File: src/rtl/fb_port_arbiter_if.sv
// Bundle of scanout read, decoder write, bank-swap and block-RAM signals for fb_port_arbiter.
// The slave modport is the arbiter's view; master is the surrounding system's.
interface fb_port_arbiter_if #(
  parameter int unsigned ADDR_WIDTH = 17,
  parameter int unsigned DATA_WIDTH = 8
);
  logic                  rd_valid;
  logic [ADDR_WIDTH-1:0] rd_addr;
  logic                  rd_ready;
  logic                  rd_rsp_valid;
  logic [DATA_WIDTH-1:0] rd_rsp_data;

  logic                  wr_valid;
  logic [ADDR_WIDTH-1:0] wr_addr;
  logic [DATA_WIDTH-1:0] wr_data;
  logic                  wr_ready;
  logic                  wr_frame_done;

  logic                  vsync;
  logic                  front_bank;
  logic                  swapped;

  logic [ADDR_WIDTH:0]   ram_addr;
  logic [DATA_WIDTH-1:0] ram_data;
  logic                  ram_we;
  logic [DATA_WIDTH-1:0] ram_q;

  modport slave (
    input  rd_valid, rd_addr, wr_valid, wr_addr, wr_data, wr_frame_done, vsync, ram_q,
    output rd_ready, rd_rsp_valid, rd_rsp_data, wr_ready, front_bank, swapped,
    output ram_addr, ram_data, ram_we
  );

  modport master (
    output rd_valid, rd_addr, wr_valid, wr_addr, wr_data, wr_frame_done, vsync, ram_q,
    input  rd_ready, rd_rsp_valid, rd_rsp_data, wr_ready, front_bank, swapped,
    input  ram_addr, ram_data, ram_we
  );
endinterface

File: src/rtl/fb_port_arbiter.sv
// Double-buffered framebuffer port arbiter: scanout reads win by default, the decoder writer is
// forced through after MAX_WAIT stalled cycles, and banks swap at vsync once a frame is done.
module fb_port_arbiter #(
  parameter int unsigned ADDR_WIDTH = 17,
  parameter int unsigned DATA_WIDTH = 8,
  parameter int unsigned MAX_WAIT   = 7
) (
  input logic             clk,
  input logic             reset_n,
  fb_port_arbiter_if.slave bus
);

  localparam logic [7:0] MaxWait = 8'(MAX_WAIT);

  typedef enum logic [0:0] {StIdle, StPending} swap_state_e;

  swap_state_e           state_q, state_d;
  logic                  front_bank_q, front_bank_d;
  logic                  swapped_q, swapped_d;
  logic [7:0]            wait_cnt_q, wait_cnt_d;
  logic                  rd_pipe_q;
  logic                  rsp_valid_q;
  logic [DATA_WIDTH-1:0] rsp_data_q;

  logic swap_pending, do_swap, force_wr, rd_xfer, wr_xfer;

  // Arbitration: purely combinational from valids, starvation count and swap state.
  always_comb begin
    force_wr     = bus.wr_valid && (wait_cnt_q == MaxWait) && !swap_pending;
    bus.rd_ready = bus.rd_valid && !force_wr;
    bus.wr_ready = bus.wr_valid && !swap_pending && (!bus.rd_valid || force_wr);
    rd_xfer      = bus.rd_valid && bus.rd_ready;
    wr_xfer      = bus.wr_valid && bus.wr_ready;
  end

  always_comb begin
    wait_cnt_d = wait_cnt_q;
    if (!bus.wr_valid || wr_xfer) begin
      wait_cnt_d = '0;
    end else if (!swap_pending && (wait_cnt_q != MaxWait)) begin
      wait_cnt_d = wait_cnt_q + 8'd1;
    end
  end

  // Idle paths default to the read address so the port shows no spurious write.
  always_comb begin
    bus.ram_data = bus.wr_data;
    bus.ram_we   = wr_xfer && reset_n;
    bus.ram_addr = {front_bank_q, bus.rd_addr};
    if (wr_xfer) begin
      bus.ram_addr = {~front_bank_q, bus.wr_addr};
    end
  end

  // Swap FSM: state register.
  always_ff @(posedge clk or negedge reset_n) begin
    if (!reset_n) begin
      state_q <= StIdle;
    end else begin
      state_q <= state_d;
    end
  end

  // Swap FSM: next state. A coincident frame_done and vsync in idle swaps immediately.
  always_comb begin
    state_d = state_q;
    unique case (state_q)
      StIdle:    if (bus.wr_frame_done && !bus.vsync) state_d = StPending;
      StPending: if (bus.vsync) state_d = StIdle;
      default:   state_d = StIdle;
    endcase
  end

  // Swap FSM: outputs.
  always_comb begin
    swap_pending = (state_q == StPending);
    do_swap      = bus.vsync && (swap_pending || bus.wr_frame_done);
    front_bank_d = front_bank_q ^ do_swap;
    swapped_d    = do_swap;
  end

  always_ff @(posedge clk or negedge reset_n) begin
    if (!reset_n) begin
      front_bank_q <= 1'b0;
      swapped_q    <= 1'b0;
      wait_cnt_q   <= '0;
      rd_pipe_q    <= 1'b0;
      rsp_valid_q  <= 1'b0;
      rsp_data_q   <= '0;
    end else begin
      front_bank_q <= front_bank_d;
      swapped_q    <= swapped_d;
      wait_cnt_q   <= wait_cnt_d;
      rd_pipe_q    <= rd_xfer;
      rsp_valid_q  <= rd_pipe_q;
      if (rd_pipe_q) begin
        rsp_data_q <= bus.ram_q;
      end
    end
  end

  assign bus.front_bank   = front_bank_q;
  assign bus.swapped      = swapped_q;
  assign bus.rd_rsp_valid = rsp_valid_q;
  assign bus.rd_rsp_data  = rsp_data_q;

endmodule

File: src/flat_wrapper.sv
// flat-port wrapper written by rule: the top's interface ports become plain ports
module fb_port_arbiter_flat 
#(
  parameter int unsigned ADDR_WIDTH = 17,
  parameter int unsigned DATA_WIDTH = 8,
  parameter int unsigned MAX_WAIT   = 7
)
  (clk, reset_n, bus_rd_valid, bus_rd_addr, bus_wr_valid, bus_wr_addr, bus_wr_data, bus_wr_frame_done, bus_vsync, bus_ram_q, bus_rd_ready, bus_rd_rsp_valid, bus_rd_rsp_data, bus_wr_ready, bus_front_bank, bus_swapped, bus_ram_addr, bus_ram_data, bus_ram_we);
  fb_port_arbiter_if #(.ADDR_WIDTH(ADDR_WIDTH), .DATA_WIDTH(DATA_WIDTH)) bus_i ();
  input logic clk;
  input logic reset_n;
  input wire logic [$bits(bus_i.rd_valid)-1:0] bus_rd_valid;
  input wire logic [$bits(bus_i.rd_addr)-1:0] bus_rd_addr;
  input wire logic [$bits(bus_i.wr_valid)-1:0] bus_wr_valid;
  input wire logic [$bits(bus_i.wr_addr)-1:0] bus_wr_addr;
  input wire logic [$bits(bus_i.wr_data)-1:0] bus_wr_data;
  input wire logic [$bits(bus_i.wr_frame_done)-1:0] bus_wr_frame_done;
  input wire logic [$bits(bus_i.vsync)-1:0] bus_vsync;
  input wire logic [$bits(bus_i.ram_q)-1:0] bus_ram_q;
  output wire logic [$bits(bus_i.rd_ready)-1:0] bus_rd_ready;
  output wire logic [$bits(bus_i.rd_rsp_valid)-1:0] bus_rd_rsp_valid;
  output wire logic [$bits(bus_i.rd_rsp_data)-1:0] bus_rd_rsp_data;
  output wire logic [$bits(bus_i.wr_ready)-1:0] bus_wr_ready;
  output wire logic [$bits(bus_i.front_bank)-1:0] bus_front_bank;
  output wire logic [$bits(bus_i.swapped)-1:0] bus_swapped;
  output wire logic [$bits(bus_i.ram_addr)-1:0] bus_ram_addr;
  output wire logic [$bits(bus_i.ram_data)-1:0] bus_ram_data;
  output wire logic [$bits(bus_i.ram_we)-1:0] bus_ram_we;
  assign bus_i.rd_valid = bus_rd_valid;
  assign bus_i.rd_addr = bus_rd_addr;
  assign bus_i.wr_valid = bus_wr_valid;
  assign bus_i.wr_addr = bus_wr_addr;
  assign bus_i.wr_data = bus_wr_data;
  assign bus_i.wr_frame_done = bus_wr_frame_done;
  assign bus_i.vsync = bus_vsync;
  assign bus_i.ram_q = bus_ram_q;
  assign bus_rd_ready = bus_i.rd_ready;
  assign bus_rd_rsp_valid = bus_i.rd_rsp_valid;
  assign bus_rd_rsp_data = bus_i.rd_rsp_data;
  assign bus_wr_ready = bus_i.wr_ready;
  assign bus_front_bank = bus_i.front_bank;
  assign bus_swapped = bus_i.swapped;
  assign bus_ram_addr = bus_i.ram_addr;
  assign bus_ram_data = bus_i.ram_data;
  assign bus_ram_we = bus_i.ram_we;
  fb_port_arbiter #(.ADDR_WIDTH(ADDR_WIDTH), .DATA_WIDTH(DATA_WIDTH), .MAX_WAIT(MAX_WAIT)) u_core (.clk(clk), .reset_n(reset_n), .bus(bus_i));
endmodule
File: config.mk
export PLATFORM = sky130hd
export DESIGN_NAME = fb_port_arbiter_flat
export DESIGN_NICKNAME = d
export VERILOG_FILES = /design/src/rtl/fb_port_arbiter_if.sv /design/src/rtl/fb_port_arbiter.sv /design/src/flat_wrapper.sv
export SDC_FILE = /design/constraint.sdc
export NUM_CORES = 1
export LEC_CHECK = 0
export ABC_CLOCK_PERIOD_IN_PS = 2400
export CAP_MARGIN = 20
export CORE_MARGIN = 5
export CORE_UTILIZATION = 30
export DETAILED_ROUTE_END_ITERATION = 10
export PLACE_DENSITY_LB_ADDON = 0.12
export SLEW_MARGIN = 20
export SYNTH_ARGS = -nofsm -noshare
export SYNTH_HDL_FRONTEND = slang
export SYNTH_SLANG_ARGS = --single-unit
export TNS_END_PERCENT = 30
File: constraint.sdc
create_clock -name clk -period 2.4 [get_ports clk]
set_clock_uncertainty 0.2 [all_clocks]
set_input_delay 0.48 -clock clk [delete_from_list [all_inputs] [get_ports clk]]
set_output_delay 0.48 -clock clk [all_outputs]
set_load 0.05 [all_outputs]
After elaboration in Yosys (flattened, before gate mapping)
Index checks and enable logic that the tools add are counted.
{"block": "word_totals", "ff_bits": 21, "latchBits": 0, "ramBits": 0, "mem_bits_ro": 0, "word_cells": 39, "memories": 0}
{"block": "op_classes", "addsub": 1, "mul": 0, "n_div": 0, "magnitude_cmp": 0, "eq_ne": 2, "shifts": 0, "mux": 6, "bitwise_logic": 3, "n_reduce_logical": 20}
{"operator": "18-bit 2-to-1 mux", "count": 1}
{"operator": "8-bit 2-to-1 mux", "count": 2}
{"operator": "1-bit logical AND", "count": 11}
{"operator": "8-bit by 1-bit adder with 8-bit output (second input constant)", "count": 1}
{"operator": "8-bit by 3-bit == test with 1-bit output (second input constant)", "count": 1}
{"operator": "8-bit by 3-bit inequality test with 1-bit output (second input constant)", "count": 1}
{"operator": "1-bit logical NOT", "count": 5}
{"operator": "1-bit logical OR", "count": 3}
{"operator": "1-bit 2-to-1 mux", "count": 2}
{"operator": "1-bit NOT", "count": 2}
{"operator": "1-bit case mux with 2 select lines", "count": 1}
{"operator": "2-bit nonzero test", "count": 1}
{"operator": "1-bit bitwise XOR", "count": 1}

Depth between registers and ports, before layout
{"block": "logic_depth", "word_depth": 8, "mapped_depth": 6, "depth_no_buf": 5}

Worst setup path before layout
OpenSTA, ideal clock, no wires.
{"block": "synth_timing", "path_kind": "reg2out", "from": "register u_core.wait_cnt_q[3]", "to": "output bus_ram_addr[17]", "arrival_ns": 2.457, "setup_slack_ns": -0.737, "stages_incl_launch_ff": 6, "n_path_buf": 1, "path_cell_list": "dfrtp_1 or4_1 or3_1 a21o_2 buf_6 xnor2_1"}
{"block": "synth_between", "elab_chain_len": 7}
{"element": "start, declared", "line_no": "fb_port_arbiter.sv:20", "text": "logic [7:0] wait_cnt_q, wait_cnt_d;"}
{"element": "start signal, assigned", "line_no": "fb_port_arbiter.sv:93", "text": "wait_cnt_q <= wait_cnt_d;"}
{"element": "8-bit by 3-bit == test with 1-bit output", "line_no": "fb_port_arbiter.sv:29", "text": "force_wr = bus.wr_valid && (wait_cnt_q == MaxWait) && !swap_pending;"}
{"element": "1-bit logical AND (2 in series)", "line_no": "fb_port_arbiter.sv:29"}
{"element": "1-bit logical OR", "line_no": "fb_port_arbiter.sv:31", "text": "bus.wr_ready = bus.wr_valid && !swap_pending && (!bus.rd_valid || force_wr);"}
{"element": "1-bit logical AND", "line_no": "fb_port_arbiter.sv:31"}
{"element": "1-bit logical AND", "line_no": "fb_port_arbiter.sv:33", "text": "wr_xfer = bus.wr_valid && bus.wr_ready;"}
{"element": "18-bit 2-to-1 mux", "line_no": "fb_port_arbiter.sv:50", "text": "if (wr_xfer) begin"}
{"element": "end, declared", "line_no": "flat_wrapper.sv:26", "text": "output wire logic [$bits(bus_i.ram_addr)-1:0] bus_ram_addr;"}
Every way passes these cells.

Worst setup path after layout
{"block": "layout_timing", "from": "register u_core.wait_cnt_q[3]", "to": "output bus_ram_addr[12]"}
The elaborated chain is that of the path after synthesis.

==> run_results.csv <==
group,metric,value,unit
clock_tree,tritoncts,"done",
sta,setup_ws,-0.6468,ns
placed_design,place_ws,-0.4084,ns
route,firstDrtPassIters,4,
route,wirelength,3.648,mm
hold_path,hp-start,"u_core.bus.rd_rsp_data[3]$_DFFE_PN0P_",
setup_path,cp_slowest_cell,"or4_4",
yosys,netlist_instances,101,
setup_path,reg2reg_from,"u_core.wait_cnt_q[3]$_DFFE_PN0P_",
yosys,syn_nets,158,
route,vias_per_cell,4.508,
cells_and_area,layout_commonest_cell,"clkdlybuf4s50_1",
clock_tree,clk_pin_slew,0.07,ns
route,antenna_left,0,
floorplan,die_h,74.52,µm
pwr,power,1.233,mW
outcome,violations,"negative setup slack",
grt,grt_first_pass_wirelength,5.471,mm
clock_tree,cts_made_buffers,3,
setup_path,cp_max_fo,20,
cells_and_area,fin_nets,246,
placed_design,dpl.cell_count,233,
grt,grt_overflow_total,0,
sta,hold_viol,0,
route,drc,0,
pwr,peakVddDrop,492.8,µV
yosys,synth_cell_types,28,
sta,tightest_slew,0.5037,ns
floorplan,start_util,0.3099,
grt,first_global_vias,1081,
cells_and_area,drive_gt1_frac,0.3936,
sta,hold-worst-slack,0.3138,ns
yosys,synth_area,1249,µm²
cells_and_area,final_cells,238,
sta,report.final.slew_viol_count,0,
run,maxCapViolCount,0,
sta,rsz0062_at_grt,"yes",
setup_path,crit_chain,"or4_4, or3_4, a21o_4, buf_12, mux2_4, buf_6",
setup_path,critPathLaunchType,"flop",
pwr,p_leak,1.064,nW
yosys,syn_area_per_cell,12.36,µm²
clock_tree,cts_sinks,21,
sta,post-route-period-util,1.270,
sta,fin_setup_tns,-12.81,ns
clock_tree,cts_root_buf,"clkbuf_8",
grt,busiest_layer,"met2",
hold_path,hold_path.class,"flop to flop",
yosys,yosysWarningCount,0,
pwr,power_density,539.2,nW/µm²
floorplan,die_w,74.52,µm
sta,fmax,328.2,MHz
route,drt_iter0_drc,10,
grt,met2_usage,0.2273,
placed_design,dp_hpwl,3.075,mm
floorplan,row_count,23,
grt,antenna_found_initial,0,
floorplan,floorplan.core_area,4029,µm²
clock_tree,cts_max_path_buffers,2,
grt,grt_use_met3,0.03649,
setup_path,cp-end-kind,"output pin",
floorplan,die-area,5552,µm²
route,routedWlPerCell,15.33,µm
setup_path,worstPathArrival,2.37,ns
clock_tree,h-tree-depth,1,
setup_path,crit_type,"flop to output pin",
clock_tree,ctsHoldBuffers,0,
setup_path,max_stage_delay,0.53,ns
route,vias,1073,
grt,use_met1,0.1498,
yosys,ys_seq_area_frac,0.4208,
sta,final-setup-viol-count,21,
cells_and_area,area_growth,83.17,%
grt,grt_max_degree,22,
placed_design,place_congestion,0.8114,
grt,track_usage,0.1271,
cells_and_area,layout_common_cells,"clkdlybuf4s50_1 (58), dfrtp_1 (21), buf_6 (18)",
sta,fin_crit,3.047,ns
placed_design,portBuffers,79,
sta,relSlewSlack,0.6632,
setup_path,startpoint,"u_core.wait_cnt_q[3]$_DFFE_PN0P_",
floorplan,ios,96,
clock_tree,clock_latency,0.26,ns
yosys,synth.ff_latch_count,21,
setup_path,worst_ep_required_time,1.72,ns
cells_and_area,num_antenna_cells,0,
outcome,outcome,"complete, but fails checks",
## kinds of logic after synthesis
| group | count (synthesis) | synth area share |
|---|---|---|
| buffers and inverters | 15 | 0.08116 |
| AOI/OAI and AO/OA | 13 | 0.08116 |
| xor gates and xnor gates | 5 | 0.03507 |
| and+or+nand+nor | 20 | 0.08619 |
| adders and majority gates | 1 | 0.01002 |
| DFF | 21 | 0.4208 |
| muxes | 26 | 0.2856 |
## worst paths after layout
path	end	depth (start not counted)	slack, ns
max	bus_ram_addr[12]	6	-0.65
max reg2reg	u_core.wait_cnt_q[7]$_DFFE_PN0P_	4	0.37
max in group asynchronous	u_core.bus.rd_rsp_valid$_DFF_PN0_	2	1.39
min in group asynchronous	u_core.wait_cnt_q[2]$_DFFE_PN0P_	2	0.39
min reg2reg	u_core.bus.rd_rsp_data[3]$_DFFE_PN0P_	1	0.31
min	u_core.bus.rd_rsp_data[3]$_DFFE_PN0P_	1	0.31
## per-stage QoR
| step | utilization | area (µm²) |
|---|---|---|
| finish | 0.5677 | 2287 |
| global route | 0.5677 | 2287 |
| CTS | 0.5661 | 2281 |
| detailed placement | 0.5342 | 2152 |
| global placement | 0.5342 | 2152 |
| floorplan | - | 1279 |
## cell usage after synthesis
library cell | instances | area, µm²
or3_1 | 1 | 6.260
a21oi_1 | 2 | 10.01
mux2_4 | 17 | 255.2
ha_1 | 1 | 12.51
and2_1 | 1 | 6.260
mux2_2 | 9 | 101.4
xor2_1 | 1 | 8.760
nor2_1 | 4 | 15.01
inv_1 | 2 | 7.510
buf_6 | 2 | 22.52
xnor2_1 | 4 | 35.03
nand2_1 | 2 | 7.510
a22o_1 | 5 | 43.79
a31oi_1 | 2 | 12.51
buf_1 | 1 | 3.750
clkbuf_1 | 2 | 7.510
a21o_1 | 1 | 7.510
o21a_1 | 1 | 7.510
dfrtp_1 | 21 | 525.5
nand3_1 | 4 | 20.02
a21o_2 | 1 | 8.760
buf_4 | 8 | 60.06
and3_2 | 1 | 7.510
or4_1 | 1 | 7.510
nand2b_1 | 3 | 18.77
and3_1 | 1 | 6.260
o311a_2 | 1 | 11.26
nor2b_1 | 2 | 12.51
## registers in the layout, summed over array words and instances (netlist names)
name / flops
u_core.bus.front_bank: 1
u_core.bus.rd_rsp_data: 8
u_core.bus.rd_rsp_valid: 1
u_core.bus.swapped: 1
u_core.rd_pipe_q: 1
u_core.state_q: 1
u_core.wait_cnt_q: 8
## worst max-delay path: cells and delay by family (launching register included)
kind / cells / cell delay, ns
AND/OR/NAND/NOR: 2 / 0.88
multiplexers: 1 / 0.31
buffers and inverters: 2 / 0.31
flip-flops: 1 / 0.38
AO/OA/AOI/OAI: 1 / 0.21
## layout make-up
type                            instances  area [µm²]
Sequential cell                        21       525.5
Timing Repair Buffer                   96       983.4
Inverter                                2       7.507
Fill cell                             345        1742
Tap cell                               50       62.56
Multi-Input combinational cell         65       663.1
Clock buffer                            4       45.04
## report_power, final
part	internal [mW]	switching, mW
Combinational	0.285	0.305
Sequential	0.383	0.0311
Clock	0.118	0.111
## what timing repair did
| item | CTS | global route |
|---|---|---|
| gates resized for setup | 20 | 1 |
| buffers inserted | 1 | 0 |
| cloned | 0 | 0 |
| endpoints found under the setup margin | 21 | 21 |
## per-layer routing
| layer | vias up | routed length, µm |
|---|---|---|
| met3 | 8 | 342 |
| met5 | - | 0 |
| met1 | 497 | 1356 |
| li1 | 521 | - |
| met2 | 47 | 1894 |
| met4 | 0 | 54 |
(Power assumes the default switching activity.)
